### src/rtl/reorder_buf_if.sv
// reorder_buf_if
//   Bundles the ROB's rename-side allocate bus, the CDB write lanes and the
//   in-order retire bus.
//   master : rename/CDB/regfile side. Drives alloc and CDB, receives IDs,
//            full and the retire bus.
//   slave  : the reorder buffer itself.
interface reorder_buf_if #(
  parameter int ISSUE_WIDTH_MAX = 2,
  parameter int ROB_SIZE_CLOG   = 5,
  parameter int ROB_MAX_RETIRE  = 2,
  parameter int CPU_NUM_LANES   = 2,
  parameter int SRC_LEN         = 5,
  parameter int DATA_LEN        = 32
);
  // allocate (rename stage)
  logic [ISSUE_WIDTH_MAX-1:0]                    instr_val_ar;
  logic [ISSUE_WIDTH_MAX-1:0][SRC_LEN-1:0]       rd_ar;
  logic [ISSUE_WIDTH_MAX-1:0]                    rfWrite_ar;
  logic [ISSUE_WIDTH_MAX-1:0][ROB_SIZE_CLOG-1:0] rob_is_ptr;
  logic                                          rob_full;
  // completion (CDB)
  logic [CPU_NUM_LANES-1:0]                      commit_instr_cdb;
  logic [CPU_NUM_LANES-1:0][ROB_SIZE_CLOG-1:0]   robid_cdb;
  logic [CPU_NUM_LANES-1:0][DATA_LEN-1:0]        result_data_cdb;
  // retire
  logic [ROB_MAX_RETIRE-1:0]                     val_ret;
  logic [ROB_MAX_RETIRE-1:0][SRC_LEN-1:0]        rd_ret;
  logic [ROB_MAX_RETIRE-1:0]                     rfWrite_ret;
  logic [ROB_MAX_RETIRE-1:0][DATA_LEN-1:0]       wb_data_ret;
  logic [ROB_MAX_RETIRE-1:0][ROB_SIZE_CLOG-1:0]  robid_ret;

  modport master (
    output instr_val_ar, rd_ar, rfWrite_ar,
    output commit_instr_cdb, robid_cdb, result_data_cdb,
    input  rob_is_ptr, rob_full,
    input  val_ret, rd_ret, rfWrite_ret, wb_data_ret, robid_ret
  );

  modport slave (
    input  instr_val_ar, rd_ar, rfWrite_ar,
    input  commit_instr_cdb, robid_cdb, result_data_cdb,
    output rob_is_ptr, rob_full,
    output val_ret, rd_ret, rfWrite_ret, wb_data_ret, robid_ret
  );
endinterface

### src/rtl/reorder_buf.sv
// reorder_buf
//   Circular in-order reorder buffer. Hands out ROB IDs to renamed
//   instructions, captures CDB results out of order and retires the oldest
//   completed run of entries in program order onto a registered retire bus.
// Ports
//   clk        clock
//   rst        synchronous reset, active-high
//   flush_rob  (only with ROB_FLUSH_EN defined) clears the ROB to its reset state
//   rob        reorder_buf_if.slave: alloc bus, rob_is_ptr/rob_full, CDB lanes,
//              retire bus (val_ret, rd_ret, rfWrite_ret, wb_data_ret, robid_ret)
// Configuration
//   ROB_FLUSH_EN  define to add the flush_rob input.
module reorder_buf #(
  parameter int ISSUE_WIDTH_MAX = 2,
  parameter int ROB_SIZE        = 32,
  parameter int ROB_SIZE_CLOG   = 5,
  parameter int ROB_MAX_RETIRE  = 2,
  parameter int CPU_NUM_LANES   = 2,
  parameter int SRC_LEN         = 5,
  parameter int DATA_LEN        = 32
) (
  input  logic clk,
  input  logic rst,
`ifdef ROB_FLUSH_EN
  input  logic flush_rob,
`endif
  reorder_buf_if.slave rob
);
  typedef logic [ROB_SIZE_CLOG-1:0] rob_id_t;
  typedef logic [ROB_SIZE_CLOG:0]   rob_cnt_t;

  // Full asserts once only one issue group of entries remains free, so an
  // allocation never has to be split around the full boundary.
  localparam rob_cnt_t FULL_AT = rob_cnt_t'(ROB_SIZE - ISSUE_WIDTH_MAX);

  logic [ROB_SIZE-1:0]               busy_q, done_q, rfw_q;
  logic [ROB_SIZE-1:0][SRC_LEN-1:0]  rd_q;
  logic [ROB_SIZE-1:0][DATA_LEN-1:0] data_q;
  rob_id_t                           head_q, tail_q;
  rob_cnt_t                          count_q;

  logic clr;
`ifdef ROB_FLUSH_EN
  assign clr = rst | flush_rob;
`else
  assign clr = rst;
`endif

  assign rob.rob_full = (count_q >= FULL_AT);

  // allocation IDs and accepted count
  rob_id_t [ISSUE_WIDTH_MAX-1:0] alloc_id;
  rob_cnt_t                      n_alloc;

  always_comb begin
    n_alloc = '0;
    for (int i = 0; i < ISSUE_WIDTH_MAX; i++) begin
      alloc_id[i] = tail_q + rob_id_t'(i);
      if (rob.instr_val_ar[i]) n_alloc = n_alloc + rob_cnt_t'(1);
    end
    if (rob.rob_full) n_alloc = '0;
  end

  assign rob.rob_is_ptr = alloc_id;

  // retire select: contiguous busy&done run from head, stops at first hole
  rob_id_t [ROB_MAX_RETIRE-1:0] ret_id;
  logic    [ROB_MAX_RETIRE-1:0] ret_sel;
  rob_cnt_t                     n_ret;
  logic                         run;

  always_comb begin
    run     = 1'b1;
    n_ret   = '0;
    ret_sel = '0;
    for (int j = 0; j < ROB_MAX_RETIRE; j++) begin
      ret_id[j]  = head_q + rob_id_t'(j);
      run        = run & busy_q[ret_id[j]] & done_q[ret_id[j]];
      ret_sel[j] = run;
      if (run) n_ret = n_ret + rob_cnt_t'(1);
    end
  end

  // Allocated entries are never busy and retiring/CDB-targeted entries are
  // always busy, so the three write groups below never collide on an entry.
  always_ff @(posedge clk) begin
    if (clr) begin
      busy_q          <= '0;
      done_q          <= '0;
      head_q          <= '0;
      tail_q          <= '0;
      count_q         <= '0;
      rob.val_ret     <= '0;
      rob.rd_ret      <= '0;
      rob.rfWrite_ret <= '0;
      rob.wb_data_ret <= '0;
      rob.robid_ret   <= '0;
    end else begin
      // ascending lane order: the higher lane wins on a shared ID
      for (int l = 0; l < CPU_NUM_LANES; l++) begin
        if (rob.commit_instr_cdb[l] && busy_q[rob.robid_cdb[l]]) begin
          done_q[rob.robid_cdb[l]] <= 1'b1;
          data_q[rob.robid_cdb[l]] <= rob.result_data_cdb[l];
        end
      end
      for (int j = 0; j < ROB_MAX_RETIRE; j++) begin
        if (ret_sel[j]) begin
          busy_q[ret_id[j]] <= 1'b0;
          done_q[ret_id[j]] <= 1'b0;
        end
        rob.val_ret[j]     <= ret_sel[j];
        rob.rd_ret[j]      <= ret_sel[j] ? rd_q[ret_id[j]]   : '0;
        rob.rfWrite_ret[j] <= ret_sel[j] ? rfw_q[ret_id[j]]  : 1'b0;
        rob.wb_data_ret[j] <= ret_sel[j] ? data_q[ret_id[j]] : '0;
        rob.robid_ret[j]   <= ret_sel[j] ? ret_id[j]         : '0;
      end
      if (!rob.rob_full) begin
        for (int i = 0; i < ISSUE_WIDTH_MAX; i++) begin
          if (rob.instr_val_ar[i]) begin
            busy_q[alloc_id[i]] <= 1'b1;
            done_q[alloc_id[i]] <= 1'b0;
            rd_q[alloc_id[i]]   <= rob.rd_ar[i];
            rfw_q[alloc_id[i]]  <= rob.rfWrite_ar[i];
          end
        end
      end
      head_q  <= head_q + rob_id_t'(n_ret);
      tail_q  <= tail_q + rob_id_t'(n_alloc);
      count_q <= count_q + n_alloc - n_ret;
    end
  end
endmodule

### src/flat_wrapper.sv
// flat-port wrapper written by rule: the top's interface ports become plain ports
module reorder_buf_flat 
#(
  parameter int ISSUE_WIDTH_MAX = 2,
  parameter int ROB_SIZE        = 32,
  parameter int ROB_SIZE_CLOG   = 5,
  parameter int ROB_MAX_RETIRE  = 2,
  parameter int CPU_NUM_LANES   = 2,
  parameter int SRC_LEN         = 5,
  parameter int DATA_LEN        = 32
)
  (clk, rst, rob_instr_val_ar, rob_rd_ar, rob_rfWrite_ar, rob_commit_instr_cdb, rob_robid_cdb, rob_result_data_cdb, rob_rob_is_ptr, rob_rob_full, rob_val_ret, rob_rd_ret, rob_rfWrite_ret, rob_wb_data_ret, rob_robid_ret);
  reorder_buf_if #(.ISSUE_WIDTH_MAX(ISSUE_WIDTH_MAX), .ROB_SIZE_CLOG(ROB_SIZE_CLOG), .ROB_MAX_RETIRE(ROB_MAX_RETIRE), .CPU_NUM_LANES(CPU_NUM_LANES), .SRC_LEN(SRC_LEN), .DATA_LEN(DATA_LEN)) rob_i ();
  input  logic clk;
  input  logic rst;
  input wire logic [$bits(rob_i.instr_val_ar)-1:0] rob_instr_val_ar;
  input wire logic [$bits(rob_i.rd_ar)-1:0] rob_rd_ar;
  input wire logic [$bits(rob_i.rfWrite_ar)-1:0] rob_rfWrite_ar;
  input wire logic [$bits(rob_i.commit_instr_cdb)-1:0] rob_commit_instr_cdb;
  input wire logic [$bits(rob_i.robid_cdb)-1:0] rob_robid_cdb;
  input wire logic [$bits(rob_i.result_data_cdb)-1:0] rob_result_data_cdb;
  output wire logic [$bits(rob_i.rob_is_ptr)-1:0] rob_rob_is_ptr;
  output wire logic [$bits(rob_i.rob_full)-1:0] rob_rob_full;
  output wire logic [$bits(rob_i.val_ret)-1:0] rob_val_ret;
  output wire logic [$bits(rob_i.rd_ret)-1:0] rob_rd_ret;
  output wire logic [$bits(rob_i.rfWrite_ret)-1:0] rob_rfWrite_ret;
  output wire logic [$bits(rob_i.wb_data_ret)-1:0] rob_wb_data_ret;
  output wire logic [$bits(rob_i.robid_ret)-1:0] rob_robid_ret;
  assign rob_i.instr_val_ar = rob_instr_val_ar;
  assign rob_i.rd_ar = rob_rd_ar;
  assign rob_i.rfWrite_ar = rob_rfWrite_ar;
  assign rob_i.commit_instr_cdb = rob_commit_instr_cdb;
  assign rob_i.robid_cdb = rob_robid_cdb;
  assign rob_i.result_data_cdb = rob_result_data_cdb;
  assign rob_rob_is_ptr = rob_i.rob_is_ptr;
  assign rob_rob_full = rob_i.rob_full;
  assign rob_val_ret = rob_i.val_ret;
  assign rob_rd_ret = rob_i.rd_ret;
  assign rob_rfWrite_ret = rob_i.rfWrite_ret;
  assign rob_wb_data_ret = rob_i.wb_data_ret;
  assign rob_robid_ret = rob_i.robid_ret;
  reorder_buf #(.ISSUE_WIDTH_MAX(ISSUE_WIDTH_MAX), .ROB_SIZE(ROB_SIZE), .ROB_SIZE_CLOG(ROB_SIZE_CLOG), .ROB_MAX_RETIRE(ROB_MAX_RETIRE), .CPU_NUM_LANES(CPU_NUM_LANES), .SRC_LEN(SRC_LEN), .DATA_LEN(DATA_LEN)) u_core (.clk(clk), .rst(rst), .rob(rob_i));
endmodule
### config.mk
export PLATFORM = sky130hd
export DESIGN_NAME = reorder_buf_flat
export DESIGN_NICKNAME = d
export VERILOG_FILES = /design/src/rtl/reorder_buf_if.sv /design/src/rtl/reorder_buf.sv /design/src/flat_wrapper.sv
export SDC_FILE = /design/constraint.sdc
export NUM_CORES = 2
export LEC_CHECK = 0
export ABC_CLOCK_PERIOD_IN_PS = 107800
export CAP_MARGIN = 20
export CORE_UTILIZATION = 55
export DETAILED_ROUTE_END_ITERATION = 10
export PLACE_DENSITY = 0.72
export REMOVE_ABC_BUFFERS = 1
export SLEW_MARGIN = 20
export SYNTH_ARGS = -nofsm -noshare
export SYNTH_HDL_FRONTEND = slang
export SYNTH_SLANG_ARGS = --single-unit
export TNS_END_PERCENT = 5
### constraint.sdc
create_clock -name clk -period 107.8 [get_ports clk]
set_input_delay 10.78 -clock clk [delete_from_list [all_inputs] [get_ports clk]]
set_output_delay 10.78 -clock clk [all_outputs]
set_load 0.02 [all_outputs]
; Word-level counts from Yosys, hierarchy flattened
; Index checks and enable logic that the tools add are counted.
[totals]
elab_cells = 220
regBits = 1384
[classes]
reduce_logical = 11
addsub = 8
magnitude_cmp = 13
n_mux = 88
n_bitwise = 21
[ops]
columns = op, count
row1 = two-way mux 1024 bit, 3
row2 = bitwise mux 1024 bit, 2
row3 = two-way mux 32 bit, 30
row4 = two-way mux 160 bit, 4
row5 = binary-select mux 32 bit (select 5 bit), 2
row6 = bitwise mux 160 bit, 2
row7 = demux 32 bit (select 5 bit), 2
row8 = AND 32 bit, 6
row9 = NOT 32 bit, 4
row10 = bitwise OR 32 bit, 4
row11 = bitwise mux 32 bit, 2
row12 = binary-select mux 5 bit (select 5 bit), 2
row13 = demux 5 bit (select 5 bit), 2
row14 = binary-select mux 1 bit (select 5 bit), 8
row15 = "less-than comparator 5 x 6 -> 1 bit, second input constant", 6
row16 = demux 1 bit (select 5 bit), 6
row17 = "greater-or-equal comparator 5 x 1 -> 1 bit, second input constant", 6
row18 = two-way mux 5 bit, 4
row19 = two-way mux 6 bit, 3
row20 = two-way mux 1 bit, 16
row21 = "adder 5 x 1 -> 5 bit, second input constant", 2
row22 = adder 5 bit, 2
row23 = logical AND 1 bit, 8
row24 = adder 6 bit, 1
row25 = other kinds (7), 14

; Logic depth before layout (Yosys ltp)
[depth]
depth_word = 23
ltp_mapped = 24
mapped_depth_nobuf = 19

; Worst setup path after synthesis
; Ideal clock, no wire load.
[synth_timing]
kind = input to register
start = in rst
end = reg u_core.done_q[30]
slack_ps = 64113
t_required_ps = 107627
t_arrival_ps = 43514
path_buffers = 3
path_stages = 6
setup_ps = 173
path_cell_list = clkbuf_1 clkinv_1 clkbuf_1 clkbuf_1 o311ai_0 nor2_1
[synth_lines]
columns = element, line_no
row1 = from (decl), flat_wrapper.sv:15  ; input logic rst;
row2 = to (signal assigned), reorder_buf.sv:89  ; done_q <= '0;
row3 = "to (signal, indexed assignment)", reorder_buf.sv:102  ; done_q[rob.robid_cdb[l]] <= 1'b1;
row4 = "to (signal, indexed assignment)", reorder_buf.sv:109  ; done_q[ret_id[j]] <= 1'b0;
row5 = to (decl), reorder_buf.sv:36  ; logic [ROB_SIZE-1:0] busy_q, done_q, rfw_q;

; Worst setup path after layout
[layout_timing]
start = in rst
end = reg u_core.data_q[828] in the netlist's numbering, enable pin
[layout_lines]
columns = element, line_no
row1 = "to (signal, indexed assignment)", reorder_buf.sv:103  ; data_q[rob.robid_cdb[l]] <= rob.result_data_cdb[l];
row2 = to (decl), reorder_buf.sv:38  ; logic [ROB_SIZE-1:0][DATA_LEN-1:0] data_q;
; No word-level cell between the ends.

==> flow_summary.ini <==
[die]
fp.dieArea_um2 = 165000
start_util_pct = 55.3
die_w_um = 406
num_rows = 148
io_pins = 191
coreArea_um2 = 163000
dieHeight_um = 406

[route]
vias = 70700
firstDrtPassIters = 9
drc = 0
wirelength_um = 321000
ant_nets = 0
wl_per_cell_um = 33.1
via_per_inst = 7.29
drtIter0Drc = 12600

[sta]
setup-violations-final = 0
slew_headroom_pct = 13.8
fin_tns_setup_ns = 0
period_minus_slack_ns = 15.53
fin_skew_ns = 0.0511
period_share_pct = 14.4
rsz0062_at_grt = no
worst_pin_slew_ns = 1.29
fmax_mhz = 64.4
finalHoldViolCount = 0
drv_slew = 0

[setup_path]
r2r_cells = 19
r2r_slack_ns = 100.90
criticalPathCategory = in -> reg
cp_max_fo = 103
arrival_ns = 16.00
cp-start-kind = input port
crit_path_end_kind = register
required_ns = 108.27

[synth]
ys_seq_area_share_pct = 44.4
synth_cell_types = 92
yosys_warnings = 0
synth_area_per_cell_um2 = 11.7
ys_ff_latch = 1384
syn_area_um2 = 89900
synthArstFlopShare_pct = 0
postSynthCellCount = 7697
synth_edf_count = 1216
synth_flop_cell = edfxtp_1

[power]
powerDensity_nw_per_um2 = 14.0
peakVddDrop_mv = 0.0168
p_leak_nw = 29.2
power_w = 0.00137

[cells_and_area]
final_cell_area_um2 = 97400
final_util_pct = 59.9
drive_gt1_share_pct = 17.0
final_nets = 7501
final_cell_mix = mux2i_1, edfxtp_1, nand2_1
final_common_cell = mux2i_1
n_fill_cell = 12900
finalNonFillerCells = 9701
area_growth_syn_to_layout_pct = 8.34

[clock_tree]
ctsResizeCount = 0
htreeDepth = 4
clockBufferDepth = 3
cts_buffers = 159
clock_latency_ns = 0.87
clkTransAtPathRegs_ns = 0.06
cts_sinks = 1384
postCtsSetupBuffers = 0
cts-hold-fix-buffers = 0
cts_tree = built
cts_root_buf = clkbuf_16

[global_route]
antenna_found_initial = 18
grt_max_degree = 138
grt_overflow = 0
grt.total_usage_pct = 38.3
grt_pass1_vias = 65800
grt_pass1_wl_um = 462000

[outcome]
status = complete, no violations

[placement]
place_area_um2 = 92100
port_buffers = 190
dp_cells = 9388
gp_congestion = 1.00
dpl.hpwl_um = 179000

[worst_hold_path]
hold_class = reg -> reg
min_path_cells = 1

[run]
maxCapViolations = 0
critical path: stages:
cell and delay [ns]:
buf_2 0.14, inv_8 0.41, buf_4 0.87, buf_4 0.87
buf_4 0.83, buf_4 0.91, buf_4 0.91
synth_stat cells (7+ instances only):
cell / number / area (um2)
a22oi_1: 97 / 728
dfxtp_1: 168 / 3360
a41o_1: 7 / 70.1
o21ai_1: 475 / 2380
a211oi_1: 11 / 82.6
buf_6: 101 / 1140
nand2_1: 815 / 3060
nor2_8: 11 / 220
clkbuf_1: 523 / 1960
and4_1: 9 / 78.8
nor3_4: 21 / 342
a221oi_1: 42 / 368
and2_1: 11 / 68.8
a22o_1: 44 / 385
xor2_1: 10 / 87.6
ha_1: 27 / 338
a31oi_1: 68 / 425
nand3b_1: 10 / 75.1
xnor2_1: 7 / 61.3
mux4_2: 673 / 15200
mux2_2: 7 / 78.8
inv_1: 42 / 158
nand3_1: 53 / 265
o22ai_1: 23 / 144
nand4_1: 18 / 113
or3_1: 7 / 43.8
a21oi_1: 613 / 3070
mux2i_1: 1259 / 12600
o21ai_0: 232 / 1160
and3_1: 27 / 169
buf_2: 193 / 966
nor3_1: 33 / 165
buf_1: 30 / 113
a211o_1: 8 / 70.1
edfxtp_1: 1216 / 36500
nor2b_1: 7 / 43.8
nor2_1: 658 / 2470
layout make-up:
cell class | count | area (um2) | area share, %
flip-flops and latches | 1384 | 39900 | 41.0
well taps | 2175 | 2720 | 2.79
diodes | 9 | 22.5 | 0.0231
clock buffers | 231 | 4560 | 4.68
clock inverters | 69 | 702 | 0.721
repair buffers | 376 | 3300 | 3.39
multi-input cells | 5413 | 46000 | 47.3
inverters | 44 | 180 | 0.185
state kept, by name (all words and copies together) (netlist names):
name	flops
u_core.busy_q	32
u_core.count_q	6
u_core.data_q	1024
u_core.done_q	32
u_core.head_q	5
u_core.rd_q	160
u_core.rfw_q	32
u_core.rob.rd_ret	10
u_core.rob.rfWrite_ret	2
u_core.rob.robid_ret	10
u_core.rob.val_ret	2
u_core.rob.wb_data_ret	64
u_core.tail_q	5
report_power, final:
part	switching [W]	leakage [nW]	internal [W]
Clock	0.000247	2.59	0.000308
Combinational	0.0000892	13.5	0.0000607
Sequential	0.0000298	13.1	0.000633
Total	0.000366	29.2	0.00100
worst paths after layout:
check / start / to
setup / recovery: rst / u_core.data_q[828]
hold / removal: u_core.busy_q[26] / u_core.busy_q[26]
setup reg to reg: u_core.head_q[1] / u_core.count_q[5]
hold reg to reg: u_core.busy_q[26] / u_core.busy_q[26]
logic make-up (layout without fill, tap and decap cells):
| group | after synthesis | after routing | share of synthesized area, % |
|---|---|---|---|
| xor gates and xnor gates | 18 | 18 | 0.184 |
| other | 0 | 9 | 0 |
| buffers and inverters | 900 | 720 | 4.92 |
| muxes | 1939 | 1939 | 31.0 |
| and+or+nand+nor | 1732 | 1732 | 8.42 |
| DFF | 1384 | 1384 | 44.4 |
| AOI/OAI and AO/OA | 1693 | 1693 | 10.7 |
| adders and majority gates | 31 | 31 | 0.465 |
stage by stage:
step / setup WS [ns] / hold slack (ns)
5_1_grt: 92.03 / 0.543
6_report: 92.27 / 0.534
3_5_place_dp: 91.46 / 0.514
4_1_cts: 92.34 / 0.531
2_1_floorplan: 61.85 / 0.462
3_3_place_gp: 91.52 / 0.513
layer usage:
layer / part of all wire (%) / up-vias / global-route usage [%]
li1: - / 28800 / -
met1: 34 / 34400 / 50.4
met2: 43 / 6171 / 55.3
met3: 16 / 1225 / 12.8
met4: 6.6 / 22 / 22.2
met5: 0.050 / - / 0.357
(Power assumes the default switching activity.)
